$ cat src/rtl/freq_pkg.sv
// Shared constants and helpers for the BCD frequency counter.
package freq_pkg;

  localparam int unsigned BCD_W      = 4;
  localparam int unsigned DEF_CLK_HZ = 50_000_000;
  localparam int unsigned DEF_DIGITS = 4;

  typedef logic [BCD_W-1:0] bcd_t;

  // Gate counter width; never narrower than one bit.
  function automatic int unsigned gate_cnt_w(input int unsigned gate_cycles);
    return (gate_cycles > 1) ? $clog2(gate_cycles) : 1;
  endfunction

endpackage

$ cat src/rtl/bcd_decade.sv
// One 0..9 BCD decade with synchronous clear; exposes its pre-clear next value
// so the parent can latch the post-increment count in the clearing cycle.
module bcd_decade
  import freq_pkg::*;
(
  input  logic clk,
  input  logic rst,
  input  logic clr_i,
  input  logic inc_i,
  output bcd_t q_o,
  output bcd_t nxt_o,
  output logic carry_o
);

  bcd_t q_q, q_d, nxt;

  always_comb begin
    nxt = q_q;
    if (inc_i) begin
      nxt = (q_q == BCD_W'(9)) ? '0 : q_q + BCD_W'(1);
    end
    q_d = clr_i ? '0 : nxt;
  end

  always_ff @(posedge clk or posedge rst) begin
    if (rst) begin
      q_q <= '0;
    end else begin
      q_q <= q_d;
    end
  end

  assign q_o     = q_q;
  assign nxt_o   = nxt;
  // High when the next increment would roll this decade over.
  assign carry_o = (q_q == BCD_W'(9));

endmodule

$ cat src/rtl/freq_counter.sv
// Gated frequency counter: counts synchronized rising edges of sig_in over a
// fixed gate and latches the result as saturating BCD with an overflow flag.
module freq_counter
  import freq_pkg::*;
#(
  parameter int unsigned CLK_HZ      = DEF_CLK_HZ,
  parameter int unsigned GATE_CYCLES = CLK_HZ,
  parameter int unsigned DIGITS      = DEF_DIGITS
) (
  input  logic                    clk,
  input  logic                    rst,
  input  logic                    en,
  input  logic                    sig_in,
  output logic [BCD_W*DIGITS-1:0] bcd_out,
  output logic                    overflow,
  output logic                    valid
);

  localparam int unsigned     GateW    = gate_cnt_w(GATE_CYCLES);
  localparam logic [GateW-1:0] GateLast = GateW'(GATE_CYCLES - 1);

  logic [2:0]              sync_q, sync_d;
  logic [1:0]              arm_q, arm_d;
  logic [GateW-1:0]        gate_q, gate_d;
  logic                    ovf_q, ovf_d;
  logic [BCD_W*DIGITS-1:0] bcd_out_q, bcd_out_d;
  logic                    overflow_q, overflow_d;
  logic                    valid_q, valid_d;
  logic [BCD_W*DIGITS-1:0] acc_q, acc_nxt;
  logic [DIGITS-1:0]       inc;
  logic [DIGITS-1:0]       at_nine;
  logic                    armed, rise, cnt_edge, terminal, acc_clr;
  logic                    all_nine, sat_hit, ovf_post;

  always_comb begin
    // sync_q[1:0] is the two-flop synchronizer, sync_q[2] the edge-detect delay.
    sync_d     = {sync_q[1:0], sig_in};
    armed      = (arm_q == 2'd3);
    arm_d      = armed ? arm_q : arm_q + 2'd1;
    rise       = sync_q[1] & ~sync_q[2];
    cnt_edge   = en & armed & rise;
    terminal   = en & (gate_q == GateLast);
    acc_clr    = ~en | terminal;
    gate_d     = acc_clr ? '0 : gate_q + GateW'(1);
    all_nine   = &at_nine;
    sat_hit    = cnt_edge & all_nine;
    ovf_post   = ovf_q | sat_hit;
    ovf_d      = acc_clr ? 1'b0 : ovf_post;
    bcd_out_d  = terminal ? acc_nxt : bcd_out_q;
    overflow_d = terminal ? ovf_post : overflow_q;
    valid_d    = terminal;
  end

  // Saturation: once every decade reads 9 the cascade stops advancing.
  assign inc[0] = cnt_edge & ~all_nine;

  for (genvar k = 0; k < DIGITS; k++) begin : g_dec
    if (k > 0) begin : g_chain
      assign inc[k] = inc[k-1] & at_nine[k-1];
    end

    bcd_decade u_dec (
      .clk     (clk),
      .rst     (rst),
      .clr_i   (acc_clr),
      .inc_i   (inc[k]),
      .q_o     (acc_q[k*BCD_W +: BCD_W]),
      .nxt_o   (acc_nxt[k*BCD_W +: BCD_W]),
      .carry_o (at_nine[k])
    );
  end

  always_ff @(posedge clk or posedge rst) begin
    if (rst) begin
      sync_q     <= '0;
      arm_q      <= '0;
      gate_q     <= '0;
      ovf_q      <= 1'b0;
      bcd_out_q  <= '0;
      overflow_q <= 1'b0;
      valid_q    <= 1'b0;
    end else begin
      sync_q     <= sync_d;
      arm_q      <= arm_d;
      gate_q     <= gate_d;
      ovf_q      <= ovf_d;
      bcd_out_q  <= bcd_out_d;
      overflow_q <= overflow_d;
      valid_q    <= valid_d;
    end
  end

  assign bcd_out  = bcd_out_q;
  assign overflow = overflow_q;
  assign valid    = valid_q;

endmodule

$ cat config.mk
export PLATFORM = sky130hd
export DESIGN_NAME = freq_counter
export DESIGN_NICKNAME = d
export VERILOG_FILES = /design/src/rtl/freq_pkg.sv /design/src/rtl/bcd_decade.sv /design/src/rtl/freq_counter.sv
export SDC_FILE = /design/constraint.sdc
export NUM_CORES = 1
export LEC_CHECK = 0
export BUFFER_PORTS_ARGS = -buffer_cell sky130_fd_sc_hd__buf_2
export CELL_PAD_IN_SITES_DETAIL_PLACEMENT = 1
export CELL_PAD_IN_SITES_GLOBAL_PLACEMENT = 2
export CORE_ASPECT_RATIO = 0.9
export CORE_MARGIN = 3
export CORE_UTILIZATION = 42
export CTS_BUF_LIST = sky130_fd_sc_hd__clkbuf_4 sky130_fd_sc_hd__clkbuf_8 sky130_fd_sc_hd__clkbuf_16
export CTS_CLUSTER_DIAMETER = 30
export DETAILED_ROUTE_END_ITERATION = 8
export PLACE_DENSITY = 0.86
export SKIP_LAST_GASP = 1
export SLEW_MARGIN = 30
export SYNTH_ARGS = -nofsm -noshare
export SYNTH_HDL_FRONTEND = slang
export SYNTH_SLANG_ARGS = --single-unit
$ cat constraint.sdc
create_clock -name clk -period 3.5 [get_ports clk]
set_input_delay 0.175 -clock clk [delete_from_list [all_inputs] [get_ports clk]]
set_output_delay 0.175 -clock clk [all_outputs]
set_load 0.01 [all_outputs]
# --- Word-level counts from Yosys, hierarchy flattened ---
# Cells that the tools add are included.
totals:
  elab_cells: 52
  register_bits: 66
  inputBits: 4
  output_inout_bits: 18
op_classes:
  n_reduce_logical: 1
  add_sub_neg: 6
  n_bitwise: 14
  n_mux: 14
  n_eq_ne: 6
ops:
  columns: ["op", "count"]
  rows:
  - ["two-way mux 4 bit", 12]
  - ["adder 26 x 1 -> 26 bit, second input constant", 1]
  - ["== test 26 bit, second input constant", 1]
  - ["two-way mux 26 bit", 1]
  - ["adder 4 x 1 -> 4 bit, second input constant", 4]
  - ["== test 4 bit, second input constant", 4]
  - ["AND 1 bit", 9]
  - ["AND reduction 4 bit", 1]
  - ["NOT 1 bit", 3]
  - ["adder 2 x 1 -> 2 bit, second input constant", 1]
  - ["== test 2 bit, second input constant", 1]
  - ["bitwise OR 1 bit", 2]
  - ["two-way mux 1 bit", 1]

# --- Depth between registers and ports, before layout ---
logic_depth:
  ltp_word: 9
  mapped_depth: 7
  depth_no_buf: 6

# --- Hierarchy ---
# From an unflattened synthesis, not the netlist that was laid out.
hier_totals:
  hier_cells: 292
  hier_area_um2: 3228.1
by_module_without_submodules:
  columns: ["module", "seq_area_each_um2", "instances", "area_each_um2", "cells_per_inst"]
  rows:
  - ["freq_counter", 1251.2, 1, 2322.2, 200]
  - ["bcd_decade", 100.1, 4, 226.5, 23]

# --- Worst setup path after synthesis ---
# No wires, ideal clock.
synth_path:
  path_kind: "reg-to-reg"
  from: "register arm_q[0]"
  to: "register bcd_out_q[15], in the netlist bcd_out[15]"
  arrival_time_ns: 1.753
  setup_time_ns: 0.133
  path_stages_with_launch: 8
  synth_period_minus_slack_ns: 1.886
  n_path_buf: 1
  required_ns: 3.367
  slack_ns: 1.614
  cell_sequence: "dfrtp_1 ha_1 and4b_1 buf_4 nand4_2 or3_4 a2111oi_2 a21oi_1"
synth_between:
  elab_chain_cells: 8
synth_rtl:
  columns: ["item", "line_no", "text"]
  rows:
  - ["start, declared", "freq_counter.sv:23", "logic [1:0] arm_q, arm_d;"]
  - ["start signal, assigned", "freq_counter.sv:84", "arm_q <= arm_d;"]
  - ["== test 2 bit", "freq_counter.sv:38", "armed = (arm_q == 2'd3);"]
  - ["AND 1 bit (2 in a row)", "freq_counter.sv:41", "cnt_edge = en & armed & rise;"]
  - ["AND 1 bit", "freq_counter.sv:55", "assign inc[0] = cnt_edge & ~all_nine;"]
  - ["AND 1 bit (3 in a row)", "freq_counter.sv:59", "assign inc[k] = inc[k-1] & at_nine[k-1];"]
  - ["two-way mux 4 bit", "bcd_decade.sv:19", "if (inc_i) begin"]
  - ["end signal, assigned", "freq_counter.sv:87", "bcd_out_q <= bcd_out_d;"]
  - ["end, declared", "freq_counter.sv:26", "logic [BCD_W*DIGITS-1:0] bcd_out_q, bcd_out_d;"]
# Every way passes these cells.
# A chain may end at the register's enable or synchronous reset.

# --- Worst setup path after layout ---
layout_path:
  from: "register gate_q[19]"
  to: "register gate_q[5]"
layout_between:
  elab_chain_cells: 4
layout_rtl:
  columns: ["item", "line_no", "text"]
  rows:
  - ["start, declared", "freq_counter.sv:24", "logic [GateW-1:0] gate_q, gate_d;"]
  - ["start signal, assigned", "freq_counter.sv:85", "gate_q <= gate_d;"]
  - ["== test 26 bit", "freq_counter.sv:42", "terminal = en & (gate_q == GateLast);"]
  - ["AND 1 bit", "freq_counter.sv:42", null]
  - ["bitwise OR 1 bit", "freq_counter.sv:43", "acc_clr = ~en | terminal;"]
  - ["two-way mux 26 bit", "freq_counter.sv:44", "gate_d = acc_clr ? '0 : gate_q + GateW'(1);"]
  - ["net gate_d[5]", "freq_counter.sv:24", null]
# The timed path passes the listed nets, and every way through them passes these cells.

==> results.sh <==
export IMPL_final_max_slew_viol_count=0
export IMPL_final_cell_mix="66 x dfrtp_1, 49 x nor2_1, 32 x nand2_1"
export IMPL_drive_above_1_share_pct=16.5
export IMPL_yosysWarnings=0
export IMPL_multi_input_area_sq_mm=0.00143
export IMPL_place_inst=423
export IMPL_fin_crit_ns=2.34
export IMPL_final_area_sq_mm=0.00359
export IMPL_htree_levels=3
export IMPL_cp_required_ns=3.73
export IMPL_hold_viol_final=30
export IMPL_relSlewSlack_pct=44.1
export IMPL_diodes=0
export IMPL_power_density_mw_per_mm2=423
export IMPL_fin_util_pct=50.2
export IMPL_postCtsSetupBuffers=0
export IMPL_globalRouteOverflowTotal=0
export IMPL_chipHeight_microns=88.1
export IMPL_dr_pass1_iters=4
export IMPL_postSynth_asyncResetShare_pct=100
export IMPL_path_class="flop to flop"
export IMPL_gp_congestion=0.780
export IMPL_viasPerCell=5.34
export IMPL_antenna_found_initial=0
export IMPL_syn_area_per_cell_sq_um=9.99
export IMPL_n_fill_cell=821
export IMPL_status="complete, but fails checks"
export IMPL_synthToLayoutAreaGrowth_pct=14.1
export IMPL_core_area_sq_mm=0.00715
export IMPL_synth_edf_count=0
export IMPL_crit_path_top_delay_cell="nand2_1"
export IMPL_path_max_fanout=23
export IMPL_grt_max_degree=38
export IMPL_holdCritPathClass="input port to async pin"
export IMPL_dieWidth_microns=97.2
export IMPL_via_count=2345
export IMPL_placed_area_sq_mm=0.00336
export IMPL_port_buffers=21
export IMPL_layout_nets=348
export IMPL_crit_path_cell_trace="nand4_1 -> nor3b_1 -> nand3_1 -> nand2_1 -> buf_4 -> nor2_1"
export IMPL_die_area_sq_mm=0.00857
export IMPL_path_clk_slew_ns=0.08
export IMPL_pin_count=22
export IMPL_yosysSeqAreaShare_pct=52.5
export IMPL_clock_tree_root_cell="clkbuf_8"
export IMPL_layout_commonest_cell="dfrtp_1"
export IMPL_violations="negative hold slack"
export IMPL_arrival_ns=2.57
export IMPL_wirelength_mm=7.18
export IMPL_synthFlopType="dfrtp_1"
export IMPL_wl_per_cell_microns=16.4
export IMPL_synth_area_sq_mm=0.00315
export IMPL_drtIter0Drc=63
export IMPL_power_total_mw=1.52
export IMPL_cts_tree="yes"
export IMPL_drcViolationCount=0
export IMPL_final_cells=439
export IMPL_maxCapViolCount=0
export IMPL_syn_nets=321
export IMPL_grt_pass1_vias=2542
export IMPL_ctsLongestPathBuffers=2
export IMPL_dp_hpwl_mm=5.00
export IMPL_synth_distinct_cells=45
export IMPL_regArea_sq_mm=0.00165
export IMPL_leakage_nw=1.61
export IMPL_cts_sinks=66
export IMPL_track_usage_pct=18.8
export IMPL_clk_latency_ns=0.34
export IMPL_fmax_ghz=0.427
export IMPL_crit_buf_inv=1
export IMPL_cp_top_family="simple AND/OR/NAND/NOR gates"
export IMPL_vdd_drop_max_mv=0.210
export IMPL_ctsResizeCount=0
export IMPL_skew_ns=0.0126
export IMPL_grt_setup_unrepaired="false"
export IMPL_start_util_pct=44.0
export IMPL_netlist_instances=315
export IMPL_numCtsBuffers=9
export IMPL_drtAntennaViolNets=0
export IMPL_worst_pin_slew_ns=0.836
export IMPL_num_rows=29
export IMPL_setup_tns_ns=0
export IMPL_setup_viol=0
export IMPL_cpPeakStageDelay_ns=0.64
export IMPL_end_kind="flop"
export IMPL_period_share_pct=66.9
export IMPL_startpoint_type="flop"
export IMPL_grt_pass1_wl_mm=12.7
export IMPL_ys_seq_elements=66
export IMPL_whs_ns=-0.0157
synthesized netlist by cell type, types with 2 or more instances:
library cell,number,area (sq um)
a31oi_1,2,12.5
nor3_1,6,30.0
a21oi_1,6,30.0
nand2b_1,2,12.5
nand4_2,3,37.5
xor2_1,13,114
xnor2_1,20,175
mux2_2,3,33.8
o21ai_0,16,80.1
nand4_1,9,56.3
buf_1,3,11.3
and4b_1,2,20.0
nand2_1,32,120
o31a_1,2,17.5
mux2i_1,2,20.0
and3_1,7,43.8
nand3b_1,2,15.0
clkbuf_1,6,22.5
dfrtp_1,66,1650
nor2_1,49,184
nor2b_1,5,31.3
nor4_1,6,37.5
ha_1,2,25.0
and4_1,3,26.3
and2_1,3,18.8
nor3b_1,6,45.0
inv_1,7,26.3
and4bb_2,2,25.0
nand3_1,14,70.1
power by group:
group / switching [mW] / total (mW) / internal (mW) / leakage, nW
logic: 0.0300 / 0.0389 / 0.00891 / 0.607
clock network: 0.292 / 0.707 / 0.415 / 0.112
registers: 0.00584 / 0.773 / 0.768 / 0.892
area by class of cell:
class                   count  share of cell area, %
flip-flops and latches     66                   46.0
multi-input cells         232                   39.9
repair buffers             26                   4.04
clock buffers              10                   3.83
well taps                  93                   3.24
clock inverters             5                   2.20
inverters                   7                  0.732
path summary, 6_finish.rpt:
kind / from / to / slack (ns) / cells after the start
worst min-delay path: rst / bcd_out[0] / -0.02 / 2
max in group asynchronous: rst / gate_q[14] / 2.61 / 3
min in group clk: en / gate_q[6] / 0.16 / 2
worst min register to register: sync_q[0] / sync_q[1] / 0.36 / 0
worst max register to register: gate_q[19] / gate_q[5] / 1.16 / 6
worst max-delay path: gate_q[19] / gate_q[5] / 1.16 / 6
kinds of logic after synthesis:
group	synth area share, %
XOR/XNOR	9.18
flip-flops	52.5
buffers and inverters	2.15
multiplexers	1.71
adder cells (fa/ha/maj)	0.795
AND/OR/NAND/NOR	27.5
AO/OA/AOI/OAI	6.20
stage by stage:
step	setup WS, ns	hold WS (ns)
2_1_floorplan	1.61	0.206
3_3_place_gp	1.16	0.288
3_5_place_dp	1.13	0.295
4_1_cts	1.10	0.00384
5_1_grt	0.879	0.0445
6_report	1.16	-0.0157
flip-flops by register name, indices dropped and copies added (netlist names):
| signal | count |
|---|---|
| g_dec.u_dec.q_o | 16 |
| ovf_q | 1 |
| overflow | 1 |
| bcd_out | 16 |
| gate_q | 26 |
| sync_q | 3 |
| arm_q | 2 |
| valid | 1 |
per-layer routing:
metal / vias to the layer above / GRT usage, % / part of all wire, %
li1: 1137 / - / -
met1: 1173 / 25.6 / 50
met2: 29 / 29.8 / 46
met3: 6 / 5.33 / 3.1
met4: 0 / 5.28 / 0.88
met5: - / 0 / 0
worst register-to-register path, stage by stage, from the launching register on:
cell	delay (ns)
dfrtp_1	0.42
nand4_1	0.29
nor3b_1	0.36
nand3_1	0.14
nand2_1	0.64
buf_4	0.31
nor2_1	0.07
timing repair:
| action | 4_1_cts | 5_1_grt |
|---|---|---|
| hold buffers | 1 | 0 |
| endpoints found under the setup margin | 0 | 0 |
| hold endpoints to repair | 1 | 0 |
Power figures use the tool's default switching activity.
